`config.mk`:
```
export PLATFORM = sky130hd
export DESIGN_NAME = fifo_burst_reader
export DESIGN_NICKNAME = d
export VERILOG_FILES = /design/src/rtl/fifo_burst_reader.sv
export SDC_FILE = /design/constraint.sdc
export NUM_CORES = 1
export LEC_CHECK = 0
export BUFFER_PORTS_ARGS = -buffer_cell sky130_fd_sc_hd__buf_2
export CAP_MARGIN = 5
export CORE_ASPECT_RATIO = 2
export CORE_MARGIN = 4
export CORE_UTILIZATION = 35
export CTS_BUF_LIST = sky130_fd_sc_hd__clkbuf_2
export CTS_CLUSTER_DIAMETER = 40
export DETAILED_ROUTE_END_ITERATION = 10
export PLACE_DENSITY_LB_ADDON = 0.3
export SLEW_MARGIN = 20
export SYNTH_ARGS = -nofsm -noshare
export SYNTH_HDL_FRONTEND = slang
export SYNTH_SLANG_ARGS = --single-unit
```
`constraint.sdc`:
```
create_clock -name clk -period 2.7 [get_ports clk]
set_input_delay 0.81 -clock clk [delete_from_list [all_inputs] [get_ports clk]]
set_output_delay 0.81 -clock clk [all_outputs]
set_load 0.02 [all_outputs]
```
`src/rtl/fifo_burst_reader.sv`:
```
// fifo_burst_reader: read-side drain engine for asyncfifo.
// On cmd_start it pops exactly cmd_len words from a first-word fall-through
// FIFO and replays them on a valid/ready stream through a 2-entry skid
// buffer, tagging the final word with m_last and pulsing done afterwards.
// rpull is a function of registered state and rempty only, so downstream
// backpressure never reaches the FIFO pop combinationally.

module fifo_burst_reader #(
    parameter int DATA_WIDTH = 32,
    parameter int LEN_W      = 8
) (
    input  logic                  clk,
    input  logic                  rst,
    input  logic                  cmd_start,
    input  logic [LEN_W-1:0]      cmd_len,
    output logic                  busy,
    output logic                  done,
    output logic                  rpull,
    input  logic                  rempty,
    input  logic [DATA_WIDTH-1:0] rdata,
    output logic                  m_valid,
    input  logic                  m_ready,
    output logic [DATA_WIDTH-1:0] m_data,
    output logic                  m_last
);

    localparam logic [LEN_W-1:0] LEN_ZERO = {LEN_W{1'b0}};
    localparam logic [LEN_W-1:0] LEN_ONE  = {{(LEN_W-1){1'b0}}, 1'b1};

    typedef enum logic [1:0] {
        ST_IDLE  = 2'd0,
        ST_DRAIN = 2'd1,
        ST_DONE  = 2'd2
    } state_t;

    state_t                  state_r;
    logic                    busy_r;
    logic                    done_r;
    logic [LEN_W-1:0]        pull_rem_r;
    logic [LEN_W-1:0]        out_rem_r;
    logic [1:0]              buf_cnt_r;
    logic [DATA_WIDTH-1:0]   buf_head_r;
    logic [DATA_WIDTH-1:0]   buf_tail_r;

    logic                    valid_s;
    logic                    pull_ok_s;
    logic                    pull_s;
    logic                    pop_s;
    logic                    last_s;
    logic                    final_hs_s;

    // Pull/handshake decode: pull only from registered state plus rempty.
    always_comb begin
        valid_s    = (buf_cnt_r != 2'd0);
        pull_ok_s  = (pull_rem_r != LEN_ZERO) && (buf_cnt_r != 2'd2);
        if (state_r == ST_DRAIN) begin
            pull_s = (!rempty) && pull_ok_s;
        end else begin
            pull_s = 1'b0;
        end
        pop_s      = valid_s && m_ready;
        last_s     = valid_s && (out_rem_r == LEN_ONE);
        final_hs_s = pop_s && (out_rem_r == LEN_ONE);
    end

    // Burst sequencer: owns state, word counters and the busy/done flags.
    always_ff @(posedge clk) begin
        if (rst) begin
            state_r    <= ST_IDLE;
            busy_r     <= 1'b0;
            done_r     <= 1'b0;
            pull_rem_r <= LEN_ZERO;
            out_rem_r  <= LEN_ZERO;
        end else begin
            case (state_r)
                ST_IDLE: begin
                    if (cmd_start) begin
                        pull_rem_r <= cmd_len;
                        out_rem_r  <= cmd_len;
                        if (cmd_len != LEN_ZERO) begin
                            state_r <= ST_DRAIN;
                            busy_r  <= 1'b1;
                            done_r  <= 1'b0;
                        end else begin
                            state_r <= ST_DONE;
                            busy_r  <= 1'b0;
                            done_r  <= 1'b1;
                        end
                    end else begin
                        state_r <= ST_IDLE;
                        busy_r  <= 1'b0;
                        done_r  <= 1'b0;
                    end
                end
                ST_DRAIN: begin
                    // Counters only move while nonzero, so they never wrap.
                    if (pull_s && (pull_rem_r != LEN_ZERO)) begin
                        pull_rem_r <= pull_rem_r - LEN_ONE;
                    end
                    if (pop_s && (out_rem_r != LEN_ZERO)) begin
                        out_rem_r <= out_rem_r - LEN_ONE;
                    end
                    if (final_hs_s) begin
                        state_r <= ST_DONE;
                        busy_r  <= 1'b0;
                        done_r  <= 1'b1;
                    end else begin
                        state_r <= ST_DRAIN;
                        busy_r  <= 1'b1;
                        done_r  <= 1'b0;
                    end
                end
                ST_DONE: begin
                    state_r <= ST_IDLE;
                    busy_r  <= 1'b0;
                    done_r  <= 1'b0;
                end
                default: begin
                    state_r    <= ST_IDLE;
                    busy_r     <= 1'b0;
                    done_r     <= 1'b0;
                    pull_rem_r <= LEN_ZERO;
                    out_rem_r  <= LEN_ZERO;
                end
            endcase
        end
    end

    // Two-entry output buffer: head drives m_data, tail absorbs one stall.
    always_ff @(posedge clk) begin
        if (rst) begin
            buf_cnt_r  <= 2'd0;
            buf_head_r <= {DATA_WIDTH{1'b0}};
            buf_tail_r <= {DATA_WIDTH{1'b0}};
        end else begin
            case (buf_cnt_r)
                2'd0: begin
                    if (pull_s) begin
                        buf_head_r <= rdata;
                        buf_cnt_r  <= 2'd1;
                    end else begin
                        buf_cnt_r  <= 2'd0;
                    end
                end
                2'd1: begin
                    if (pull_s && pop_s) begin
                        buf_head_r <= rdata;
                        buf_cnt_r  <= 2'd1;
                    end else if (pull_s) begin
                        buf_tail_r <= rdata;
                        buf_cnt_r  <= 2'd2;
                    end else if (pop_s) begin
                        buf_cnt_r  <= 2'd0;
                    end else begin
                        buf_cnt_r  <= 2'd1;
                    end
                end
                2'd2: begin
                    // No pull is possible here, so a pop just shifts tail to head.
                    if (pop_s) begin
                        buf_head_r <= buf_tail_r;
                        buf_cnt_r  <= 2'd1;
                    end else begin
                        buf_cnt_r  <= 2'd2;
                    end
                end
                default: begin
                    buf_cnt_r <= 2'd0;
                end
            endcase
        end
    end

    assign busy    = busy_r;
    assign done    = done_r;
    assign rpull   = pull_s;
    assign m_valid = valid_s;
    assign m_data  = buf_head_r;
    assign m_last  = last_s;

endmodule

```
======== Yosys cells after proc, flatten, opt, wreduce, memory -nomap -nowiden ========
Cells that the tools add are included.
storage, ports and cells
  flip-flop bits (word level) ............. 86
  output and inout port bits .............. 37
operators by class
  add/sub/neg operators ................... 2
  equality and inequality tests ........... 12
  mux-type cells .......................... 28
  reductions and logical operators ........ 20
  bitwise gates (word level) .............. 2
operators by type and width
  cell                                                                     count
  32-bit 2-to-1 mux                                                        3
  32-bit case mux with 3 select lines                                      1
  8-bit case mux with 3 select lines                                       2
  8-bit 2-to-1 mux                                                         3
  8-bit nonzero test                                                       3
  8-bit by 1-bit subtractor with 8-bit output, second input constant       2
  2-bit 2-to-1 mux                                                         6
  2-bit inequality test, second input constant                             5
  1-bit 2-to-1 mux                                                         9
  3-bit AND reduction                                                      3
  8-bit by 1-bit == test with 1-bit output, second input constant          1
  1-bit logical AND                                                        8
  2-bit case mux with 3 select lines                                       1
  2-bit by 1-bit == test with 1-bit output, second input constant          2
  2-bit == test, second input constant                                     2
  2-bit logical NOT                                                        2
  2-bit by 1-bit inequality test with 1-bit output, second input constant  2
  1-bit case mux with 2 select lines                                       2
  2-bit case mux with 2 select lines                                       1
  4-bit AND reduction                                                      1
  3-bit nonzero test                                                       1
  1-bit NOT                                                                2
  2-bit nonzero test                                                       1
  1-bit logical NOT                                                        1

======== Logic depth before layout (Yosys ltp) ========
Gate-level depths: netlist (run 1).
  word-level depth ........................ 7
  mapped depth ............................ 12
  gate-level depth less buffers ........... 10

======== Worst setup path after synthesis (run 1) ========
Ideal clock, no wire load.
  path type ............................... register -> register
  start point ............................. register pull_rem_r[0]
  end point ............................... register buf_tail_r[0]
  setup slack ............................. 192 ps
  arrival time ............................ 2,437 ps
  library setup time ...................... 70 ps
  required time ........................... 2,630 ps
  stages on the path, launching flop included .. 13
  path through ............................ dfxtp_1 > inv_1 > ha_1 > or4b_1 > o2111ai_4 > inv_1 > ha_1 > nand2_1 > or2_2 > clkbuf_1 > clkbuf_1 > nand2_1 > a21oi_1
on the way
  longest elaborated chain between the ends .. 7
ends and longest elaborated chain
  element                                 line  text
  from (decl)                             39    logic [LEN_W-1:0] pull_rem_r;
  from (signal assigned)                  78    pull_rem_r <= cmd_len;
  from (signal assigned)                  98    pull_rem_r <= pull_rem_r - LEN_ONE;
  8-bit nonzero test *                    55    pull_ok_s = (pull_rem_r != LEN_ZERO) && (buf_cnt_r != 2'd2);
  1-bit logical AND *                     55
  1-bit logical AND *                     57    pull_s = (!rempty) && pull_ok_s;
  1-bit 2-to-1 mux *                      56    if (state_r == ST_DRAIN) begin
  net rpull                               18    output logic rpull,
  1-bit logical AND                       146   if (pull_s && pop_s) begin
  1-bit NOT (no source line)              -
  3-bit AND reduction (no source line) *  -
  to (signal assigned)                    134   buf_tail_r <= {DATA_WIDTH{1'b0}};
  to (signal assigned)                    150   buf_tail_r <= rdata;
  to (decl)                               43    logic [DATA_WIDTH-1:0] buf_tail_r;
Mark *: on every way through the listed nets, which the timed path passes. The rest lies on a longest branch.
A chain may end at the register's enable or synchronous reset.

======== Final worst setup path (run 1) ========
  start point ............................. register pull_rem_r[0]
  end point ............................... output port rpull
on the way
  longest elaborated chain between the ends .. 4
ends and longest elaborated chain
  element             line
  8-bit nonzero test  55
  1-bit logical AND   55
  1-bit logical AND   57
  1-bit 2-to-1 mux    56
  to (decl)           18
No other way between the ends.

==> flow_metrics.env, run 1 <==
export IMPL_status="complete, but fails checks"
export IMPL_violations="negative setup slack"
export IMPL_synth_cell_area_sq_um=4060
export IMPL_synth_xor_xnor_area_share_pct=0.647
export IMPL_drcViolationCount=0
export IMPL_cp_cell_sequence="inv_2 -> ha_4 -> or4b_4 -> o2111ai_4 -> inv_2 -> buf_6 -> buf_6"
export IMPL_ios=82
export IMPL_gp_congestion=0.886
export IMPL_slew_headroom_pct=55.8
export IMPL_cp_startpoint="pull_rem_r[0]"
export IMPL_die_area_sq_um=13500
export IMPL_routed_wl_mm=11.4
export IMPL_ant_nets=0
export IMPL_power_per_cell_area_nw_per_um2=602
export IMPL_setup_viol=1
export IMPL_max_stage_delay_ns=0.48
export IMPL_areaGrowthSynthToFinish_pct=20.7
export IMPL_cpMaxStageDelayCell="or4b_4"
export IMPL_drt_pass1_iter_count=4
export IMPL_post_dp_hpwl_mm=7.87
export IMPL_synth_commonest_cells="84 x dfxtp_1, 81 x nand2_1, 49 x nor2_1"
export IMPL_drive_gt1_share_pct=30.9
export IMPL_worstMarginPinSlew_ns=0.663
export IMPL_wl_per_cell_um=16.2
export IMPL_ys_ff_latch=84
export IMPL_grt_pass1_wl_mm=17.8
export IMPL_rsz0062_at_grt="yes"
export IMPL_grt_pass1_vias=3676
export IMPL_maxCapViolations=0
export IMPL_synthAdderAreaFrac_pct=2.16
export IMPL_synthMuxAreaShare_pct=8.13
export IMPL_grt_use_total_pct=16.5
export IMPL_leakage_nw=2.15
export IMPL_max_freq_mhz=341
export IMPL_die_x_um=84.2
export IMPL_whs_path_depth=2
export IMPL_met2WireLength_mm=6.25
export IMPL_yosysWarnings=0
export IMPL_synth_edf_count=0
export IMPL_synthFlopType="dfxtp_1"
export IMPL_clock_skew_ns=0.0129
export IMPL_hold_viol=0
export IMPL_period_needed_ns=2.93
export IMPL_n_fill_cell=1141
export IMPL_layoutNonFillerInstCount=702
export IMPL_holdWs_ns=0.467
export IMPL_initial_utilization_pct=35.8
export IMPL_antenna_found_initial=1
export IMPL_rr_startpoint="pull_rem_r[0]"
export IMPL_slew_viol_final=0
export IMPL_synth_cell_types=53
export IMPL_startpoint_type="register"
export IMPL_hold_path_class="register to register"
export IMPL_wl_met1_mm=4.25
export IMPL_path_clk_slew_ns=0.21
export IMPL_ys_seq_area_share_pct=41.4
export IMPL_critical_path_class="register to output port"
export IMPL_cts_htree_levels=3
export IMPL_overflow=0
export IMPL_dp_cells=677
export IMPL_yosysMostFrequentCell="dfxtp_1"
export IMPL_synth_top_family_by_area="compound AO/OA/AOI/OAI gates"
export IMPL_reg2reg_to="m_data[26]"
export IMPL_cts_tree="done"
export IMPL_reg2reg_depth=13
export IMPL_syn_area_per_cell_sq_um=8.70
export IMPL_clock_path_buffers=2
export IMPL_required_ns=1.89
export IMPL_num_rows=55
export IMPL_top_layer="met4"
export IMPL_vdd_drop_max_mv=0.474
export IMPL_die_y_um=160
export IMPL_crit_arrival_ns=2.12
export IMPL_final_nets=607
export IMPL_vias=3668
export IMPL_clock_latency_ns=0.53
export IMPL_coreArea_sq_um=11400
export IMPL_dr_wl_met3_um=471
export IMPL_synth_compound_area_share_pct=22.4
export IMPL_finalCritPeriodShare_pct=109
export IMPL_drtIter0Drc=116
export IMPL_setup_worst_path_end_class="output port"
export IMPL_worst_path_max_fanout=2
export IMPL_cts_buffers=9
export IMPL_min_from="buf_tail_r[10]"
export IMPL_yosys_area_share_simple_pct=20.3
export IMPL_synthesis_nets=519
export IMPL_synth_top_cell_area_share_pct=41.4
export IMPL_via_per_inst=5.23
export IMPL_rrSetupSlack_ns=0.16
export IMPL_min_to="buf_tail_r[10]"
export IMPL_synth_largest_area_cell="dfxtp_1"
export IMPL_synthCells=467
export IMPL_yosys_top_cells_area="dfxtp_1 41%, a211oi_2 8.6%, mux2i_1 8.1%"
export IMPL_ctsRootBufferMaster="clkbuf_2"
export IMPL_synthArstFlopShare_pct=0
export IMPL_numClockSinks=84
export IMPL_final_setup_worst_slack_ns=-0.231
export IMPL_portBuffers=81
export IMPL_grt_max_degree=65
cell families (layout without fill, tap and decap cells):
| family | count (synthesis) | in the layout |
|---|---|---|
| other cells | 0 | 1 |
| xor+xnor | 3 | 3 |
| fa+ha+maj | 7 | 7 |
| buf+inv | 43 | 132 |
| flops | 84 | 84 |
| mux | 33 | 33 |
| simple gates | 182 | 185 |
| compound gates | 115 | 115 |
report_power, final:
part	switching, W	total (W)	internal (W)
sequential	0.0000675	0.00142	0.00135
clock	0.000423	0.000717	0.000294
combinational	0.000492	0.000818	0.000326
sequential cells by signal (all words and copies together) (netlist names):
register    count
out_rem_r       8
pull_rem_r      8
buf_cnt_r       2
buf_tail_r     32
busy            1
state_r         1
m_data         32
what timing repair did:
item / CTS / global route
cloned: 0 / 3
resized for setup: 14 / 10
hold buffers: 0 / 0
pin swaps: 2 / 4
buffers inserted: 2 / 4
setup endpoints to repair: 9 / 34
worst max-delay path, delay by kind of cell, from the launching register on:
| family | cells | cell delay, ns |
|---|---|---|
| DFF | 1 | 0.38 |
| AOI/OAI and AO/OA | 1 | 0.21 |
| buffers and inverters | 4 | 0.40 |
| adders and majority gates | 1 | 0.14 |
| and+or+nand+nor | 1 | 0.48 |
worst max-delay path by stage:
stage                      to  slack (ns)  cells after the start
2_1_floorplan   buf_tail_r[0]        0.19                     12
3_3_place_gp    buf_tail_r[1]       -0.13                     10
3_5_place_dp   buf_tail_r[23]       -0.22                     10
4_1_cts                 rpull       -0.29                      7
5_1_grt                 rpull       -0.36                      7
6_report                rpull       -0.23                      7
layout by cell type (no fill, tap or decap), types with 3 or more instances in the layout:
| cell | count |
|---|---|
| ha_1 | 6 |
| o21ai_0 | 12 |
| a21oi_1 | 42 |
| inv_1 | 8 |
| buf_4 | 25 |
| dfxtp_1 | 79 |
| buf_2 | 78 |
| nand3_1 | 3 |
| a31oi_1 | 6 |
| dfxtp_2 | 4 |
| nand3b_1 | 3 |
| nand2b_1 | 6 |
| nor2b_1 | 10 |
| or3_1 | 3 |
| nor4_1 | 3 |
| or2_4 | 3 |
| a211oi_1 | 5 |
| inv_2 | 3 |
| nor2_1 | 48 |
| mux2i_1 | 33 |
| nor3_1 | 7 |
| clkbuf_2 | 9 |
| nand2_1 | 80 |
| a211oi_2 | 29 |
through the flow:
step	utilization, %	setup WS (ns)	area (sq um)	total power, W	setup TNS, ns
6_report	43.2	-0.231	4900	0.00295	-0.231
3_5_place_dp	40.9	-0.221	4650	0.00223	-1.60
4_1_cts	42.5	-0.288	4820	0.00298	-0.288
2_1_floorplan	-	0.192	4060	0.00198	0
3_3_place_gp	40.9	-0.132	4650	0.00221	-0.897
5_1_grt	43.2	-0.365	4900	0.00314	-0.365
routing by layer:
metal / vias up / global-route usage [%]
met2: 90 / 30.3
met4: 0 / 8.57
met3: 27 / 3.54
met5: - / 0
met1: 1741 / 17.1
li1: 1810 / -
layout make-up:
class	count	area [sq um]	area share, %
inverter	11	41.3	0.842
tap	142	178	3.63
multi-input combinational	343	2240	45.8
clock inverter	6	80.1	1.63
sequential	84	1690	34.5
clock buffer	9	45.0	0.919
antenna	1	2.50	0.0511
timing repair buffer	106	621	12.7
Note: power is estimated with default switching activity, not from simulation.
==> run 2, diff against run 1 <==
--- a/config.mk
+++ b/config.mk
@@ -7,7 +7,6 @@
 export LEC_CHECK = 0
 export BUFFER_PORTS_ARGS = -buffer_cell sky130_fd_sc_hd__buf_2
 export CAP_MARGIN = 5
-export CORE_ASPECT_RATIO = 2
 export CORE_MARGIN = 4
 export CORE_UTILIZATION = 35
 export CTS_BUF_LIST = sky130_fd_sc_hd__clkbuf_2
==> run 2 against run 1 <==
Effect of this change: the flow still finishes with violations (negative setup slack); non-clock buffer count is 4 higher; setup slack better by 0.12 ns; first-iteration DRC count is 41% higher; maximum frequency is 4.3% higher; register-to-register slack worse by 0.12 ns; count of clock-buffer cells in the layout is 2 higher; hold slack better by 0.0015 ns; sequential share of layout area is 0.12 points lower; utilization hardly changed; via count is 2.5% lower; flip-flop and latch count stayed put; cell area is 0.13% higher; critical endpoint unchanged.
==> flow_metrics.env, run 2 (synthesis gave the netlist of run 1 again) <==
export IMPL_met1_usage_pct=20.1
export IMPL_grt_pass1_wl_mm=16.3
export IMPL_final_nets=608
export IMPL_antenna_found_initial=0
export IMPL_diodes=0
export IMPL_vdd_drop_max_mv=0.243
export IMPL_areaGrowthSynthToFinish_pct=20.8
export IMPL_hold_buffers=0
export IMPL_grt_pass1_vias=3376
export IMPL_max_freq_mhz=356
export IMPL_layout_common_cells="80 x nand2_1, 80 x dfxtp_1, 79 x buf_2"
export IMPL_final_setup_worst_slack_ns=-0.110
export IMPL_grt_max_degree=51
export IMPL_p_int_w=0.00191
export IMPL_setup_viol=1
export IMPL_startpoint_type="register"
export IMPL_die_area_sq_um=13400
export IMPL_gp_congestion=0.886
export IMPL_cp_startpoint="pull_rem_r[0]"
export IMPL_num_rows=39
export IMPL_worst_path_max_fanout=2
export IMPL_drive_gt1_share_pct=31.1
export IMPL_drtIter0Drc=163
export IMPL_violations="negative setup slack"
export IMPL_leakage_nw=2.15
export IMPL_hold_path_class="register to register"
export IMPL_overflow=0
export IMPL_clock_power_share_pct=22.2
export IMPL_ant_nets=0
export IMPL_use_met3_pct=2.66
export IMPL_layoutNonFillerInstCount=703
export IMPL_drcViolationCount=0
export IMPL_routed_wl_mm=10.2
export IMPL_clock_latency_ns=0.54
export IMPL_coreArea_sq_um=11400
export IMPL_power_frac_seq_pct=49.1
export IMPL_vias=3575
export IMPL_drt_pass1_iter_count=4
export IMPL_worstMarginPinSlew_ns=0.631
export IMPL_clock_skew_ns=0.0496
export IMPL_cts_htree_levels=3
export IMPL_setup_worst_path_end_class="output port"
export IMPL_post_dp_hpwl_mm=6.87
export IMPL_slew_headroom_pct=57.9
export IMPL_cts_tree="done"
export IMPL_swShare_pct=34.0
export IMPL_dp_cells=669
export IMPL_hold_viol=0
export IMPL_rr_startpoint="pull_rem_r[0]"
export IMPL_p_comb_share_pct=28.6
export IMPL_fin_area_sq_um=4910
export IMPL_postPlaceCellArea_sq_um=4580
export IMPL_power_per_cell_area_nw_per_um2=591
export IMPL_path_clk_slew_ns=0.26
export IMPL_via_per_inst=5.09
export IMPL_clock_path_buffers=2
export IMPL_power_w=0.00290
export IMPL_n_fill_cell=1119
export IMPL_rsz0062_at_grt="yes"
export IMPL_grt_use_total_pct=15.1
export IMPL_die_x_um=116
export IMPL_slew_viol_final=0
export IMPL_finalCritPeriodShare_pct=104
export IMPL_wl_per_cell_um=14.6
export IMPL_portBuffers=81
export IMPL_required_ns=1.89
export IMPL_gr_max_usage_layer="met2"
export IMPL_maxCapViolations=0
export IMPL_status="complete, but fails checks"
export IMPL_ios=82
export IMPL_initial_utilization_pct=35.7
export IMPL_crit_arrival_ns=2.00
export IMPL_cts_buffers=9
export IMPL_multi_input_area_sq_um=2230
export IMPL_period_needed_ns=2.81
export IMPL_numClockSinks=84
export IMPL_critical_path_class="register to output port"
export IMPL_seq_area_sq_um=1690
export IMPL_p_sw_w=0.000985
export IMPL_min_from="buf_tail_r[15]"
export IMPL_grtUsageMet2_pct=24.0
export IMPL_die_y_um=116
export IMPL_ctsRootBufferMaster="clkbuf_2"
==> run 2: cell type report <==
class                           count  share of cell area (%)
Timing Repair Buffer              110                    13.5
Clock buffer                       11                    1.12
Inverter                           11                   0.841
Clock inverter                      4                    1.02
Multi-Input combinational cell    340                    45.5
Tap cell                          143                    3.65
Sequential cell                    84                    34.4
==> run 2: repair_timing <==
action | CTS | global route
endpoints found under the setup margin | 2 | 35
pin swaps | 3 | 4
setup buffers | 16 | 3
gates resized for setup | 13 | 11
==> run 2: worst max-delay path: stages, from the launching register on <==
cell and delay [ns]:
dfxtp_2 0.39, inv_2 0.07, ha_4 0.11, or4b_4 0.47, o2111ai_4 0.21, inv_2 0.07
buf_6 0.14
==> run 2: per-stage QoR <==
step,util (%),hold slack [ns],setup WS [ns],setup TNS (ns)
global route,43.2,0.436,-0.234,-0.262
CTS,42.6,0.433,-0.163,-0.249
floorplan,-,0.436,0.192,0
finish,43.2,0.469,-0.110,-0.110
detailed placement,40.3,0.446,0.127,0
global placement,40.3,0.440,0.216,0
==> run 2: final timing paths <==
path / end / slack [ns] / cells past startpoint
hold / removal: buf_tail_r[15] / 0.47 / 2
setup reg to reg: pull_rem_r[6] / 0.04 / 18
hold reg to reg: buf_tail_r[15] / 0.47 / 2
setup / recovery: rpull / -0.11 / 6
==> run 2: metal layers <==
layer | up-vias | part of all wire, %
li1 | 1808 | -
met1 | 1665 | 46
met2 | 85 | 47
met3 | 17 | 5.1
met4 | 0 | 2.3
met5 | - | 0
==> run 2: power by group through the flow <==
stage	registers, W	clock network (W)	logic [W]
6_report	0.00142	0.000645	0.000830
5_1_grt	0.00144	0.000728	0.000907
4_1_cts	0.00142	0.000676	0.000801
3_5_place_dp	0.00145	0	0.000747
3_3_place_gp	0.00144	0	0.000738
2_1_floorplan	0.00152	0	0.000459
==> run 3, diff against run 2 <==
--- a/config.mk
+++ b/config.mk
@@ -13,7 +13,9 @@
 export CTS_CLUSTER_DIAMETER = 40
 export DETAILED_ROUTE_END_ITERATION = 10
 export PLACE_DENSITY_LB_ADDON = 0.3
+export SKIP_LAST_GASP = 1
 export SLEW_MARGIN = 20
 export SYNTH_ARGS = -nofsm -noshare
 export SYNTH_HDL_FRONTEND = slang
 export SYNTH_SLANG_ARGS = --single-unit
+export TNS_END_PERCENT = 100
==> run 3 against run 2 <==
Effect of this change: the run still ends with negative setup slack left; cell area is 0.64% lower; combinational power down 1%; highest routed layer unchanged; clock skew is 0.0040 ns lower; via count is essentially flat; critical path type is now register to register; first-iteration DRC count shrank 2.5%; global-route usage about the same.
==> flow_metrics.env, run 3 (synthesis gave the netlist of run 1 again) <==
export IMPL_finalCritPeriodShare_pct=104
export IMPL_drcViolationCount=0
export IMPL_clock_skew_ns=0.0457
export IMPL_violations="negative setup slack"
export IMPL_ctsRootBufferMaster="clkbuf_2"
export IMPL_drtIter0Drc=159
export IMPL_postPlaceCellArea_sq_um=4580
export IMPL_min_from="buf_tail_r[31]"
export IMPL_die_y_um=116
export IMPL_antenna_found_initial=0
export IMPL_ios=82
export IMPL_routed_wl_mm=10.2
export IMPL_fin_tns_setup_ns=-0.219
export IMPL_diodes=0
export IMPL_whs_path_depth=2
export IMPL_holdWs_ns=0.469
export IMPL_clock_latency_ns=0.54
export IMPL_maxCapViolations=0
export IMPL_cpMaxStageDelayCell="dfxtp_2"
export IMPL_wl_per_cell_um=14.5
export IMPL_via_per_inst=5.09
export IMPL_cts_buffers=9
export IMPL_fin_area_sq_um=4880
export IMPL_postLayoutCoreUtil_pct=42.9
export IMPL_layout_common_cells="81 x nand2_1, 80 x dfxtp_1, 79 x buf_2"
export IMPL_startpoint_type="register"
export IMPL_reg2reg_depth=18
export IMPL_areaGrowthSynthToFinish_pct=20.1
export IMPL_portBuffers=81
export IMPL_vias=3576
export IMPL_power_w=0.00288
export IMPL_critical_path_class="register to register"
export IMPL_period_needed_ns=2.82
export IMPL_cts_tree="done"
export IMPL_numClockSinks=84
export IMPL_reg2reg_to="pull_rem_r[6]"
export IMPL_worstMarginPinSlew_ns=0.626
export IMPL_min_to="buf_tail_r[31]"
export IMPL_coreArea_sq_um=11400
export IMPL_vdd_drop_max_mv=0.240
export IMPL_slew_viol_final=0
export IMPL_cp_top_family="buffers and inverters"
export IMPL_drt_pass1_iter_count=4
export IMPL_power_per_cell_area_nw_per_um2=592
export IMPL_max_freq_mhz=355
export IMPL_grt_max_degree=51
export IMPL_final_setup_worst_slack_ns=-0.117
export IMPL_slew_headroom_pct=58.3
export IMPL_setup_viol=2
export IMPL_cp_num_buf_inv=13
export IMPL_post_dp_hpwl_mm=6.87
export IMPL_die_x_um=116
export IMPL_setup_worst_path_end_class="register"
export IMPL_path_clk_slew_ns=0.25
export IMPL_crit_arrival_ns=3.26
export IMPL_rsz0062_at_grt="yes"
export IMPL_final_nets=608
export IMPL_n_fill_cell=1121
export IMPL_clock_path_buffers=2
export IMPL_drive_gt1_share_pct=30.9
export IMPL_grt_pass1_wl_mm=16.3
export IMPL_rrSetupSlack_ns=-0.12
export IMPL_rr_startpoint="pull_rem_r[0]"
export IMPL_cp_cell_sequence="inv_2 -> buf_4 -> buf_4 -> buf_4 -> buf_4 -> buf_4 -> buf_4 -> buf_4 -> buf_4 -> buf_4 -> buf_4 -> buf_4 -> buf_4 -> ha_2 -> nand2_1 -> xor2_1 -> a2111o_1 -> a21oi_2"
export IMPL_die_area_sq_um=13400
export IMPL_initial_utilization_pct=35.7
export IMPL_num_rows=39
export IMPL_grt_pass1_vias=3378
export IMPL_status="complete, but fails checks"
export IMPL_required_ns=3.15
export IMPL_gp_congestion=0.886
export IMPL_hold_path_class="register to register"
export IMPL_overflow=0
export IMPL_final_common_cell="nand2_1"
export IMPL_hold_viol=0
export IMPL_worst_path_max_fanout=4
export IMPL_ant_nets=0
export IMPL_worst_path_most_repeated_cell="buf_4"
export IMPL_grt_use_total_pct=15.1
export IMPL_max_stage_delay_ns=0.40
export IMPL_cts_htree_levels=3
export IMPL_leakage_nw=2.14
run 3: changes by cell type in the layout (fill, tap and decap cells not counted):
| cell | change |
|---|---|
| ha_4 | -1 |
| buf_6 | -5 |
| nand2_1 | +1 |
| nand2_2 | -1 |
| ha_2 | +1 |
| buf_4 | +5 |
run 3: worst max-delay path by stage:
stage             startpoint             end  slack, ns  cells after the start
6_report       pull_rem_r[0]   pull_rem_r[6]      -0.12                     18
5_1_grt        pull_rem_r[0]           rpull      -0.23                      6
4_1_cts        pull_rem_r[0]           rpull      -0.16                      6
3_5_place_dp   pull_rem_r[0]  buf_tail_r[20]       0.13                     10
3_3_place_gp   pull_rem_r[0]  buf_tail_r[27]       0.22                     10
2_1_floorplan  pull_rem_r[0]   buf_tail_r[0]       0.19                     12
run 3: power breakdown:
group,internal [W],leakage [nW],switching [W]
sequential,0.00135,0.687,0.0000733
combinational,0.000338,1.39,0.000480
clock,0.000217,0.0661,0.000426
run 3: layout make-up:
type	count	area, sq um	share of cell area, %
Tap cell	143	179	3.67
Inverter	11	41.3	0.847
Multi-Input combinational cell	340	2220	45.5
Sequential cell	84	1690	34.6
Clock inverter	4	50.0	1.03
Clock buffer	11	55.1	1.13
Timing Repair Buffer	110	644	13.2
run 3: per-layer routing:
metal	global-route usage [%]	up-vias	share of wire, %
met3	2.66	15	5.0
met5	0	-	0
met1	20.1	1670	46
li1	-	1806	-
met4	6.96	0	2.1
met2	24.0	85	47
run 3: timing repair:
action	CTS	global route
gates resized for setup	12	5
setup endpoints to repair	2	36
gates cloned	0	0
buffers inserted	16	3
pin swaps	3	3
hold endpoints to repair	0	0
hold buffers	0	0
run 3: per-stage QoR:
step | instances | setup slack, ns
after floorplan | 467 | 0.192
after global placement | 669 | 0.216
after detailed placement | 669 | 0.127
after CTS | 700 | -0.163
after global routing | 703 | -0.225
final | 703 | -0.117
run 3: worst reg2reg max path, delay by kind of cell, from the launching register on:
kind | cells | cell delay (ns)
buf+inv | 13 | 1.49
compound gates | 2 | 0.51
flops | 1 | 0.40
fa+ha+maj | 1 | 0.20
simple gates | 1 | 0.08
xor+xnor | 1 | 0.06
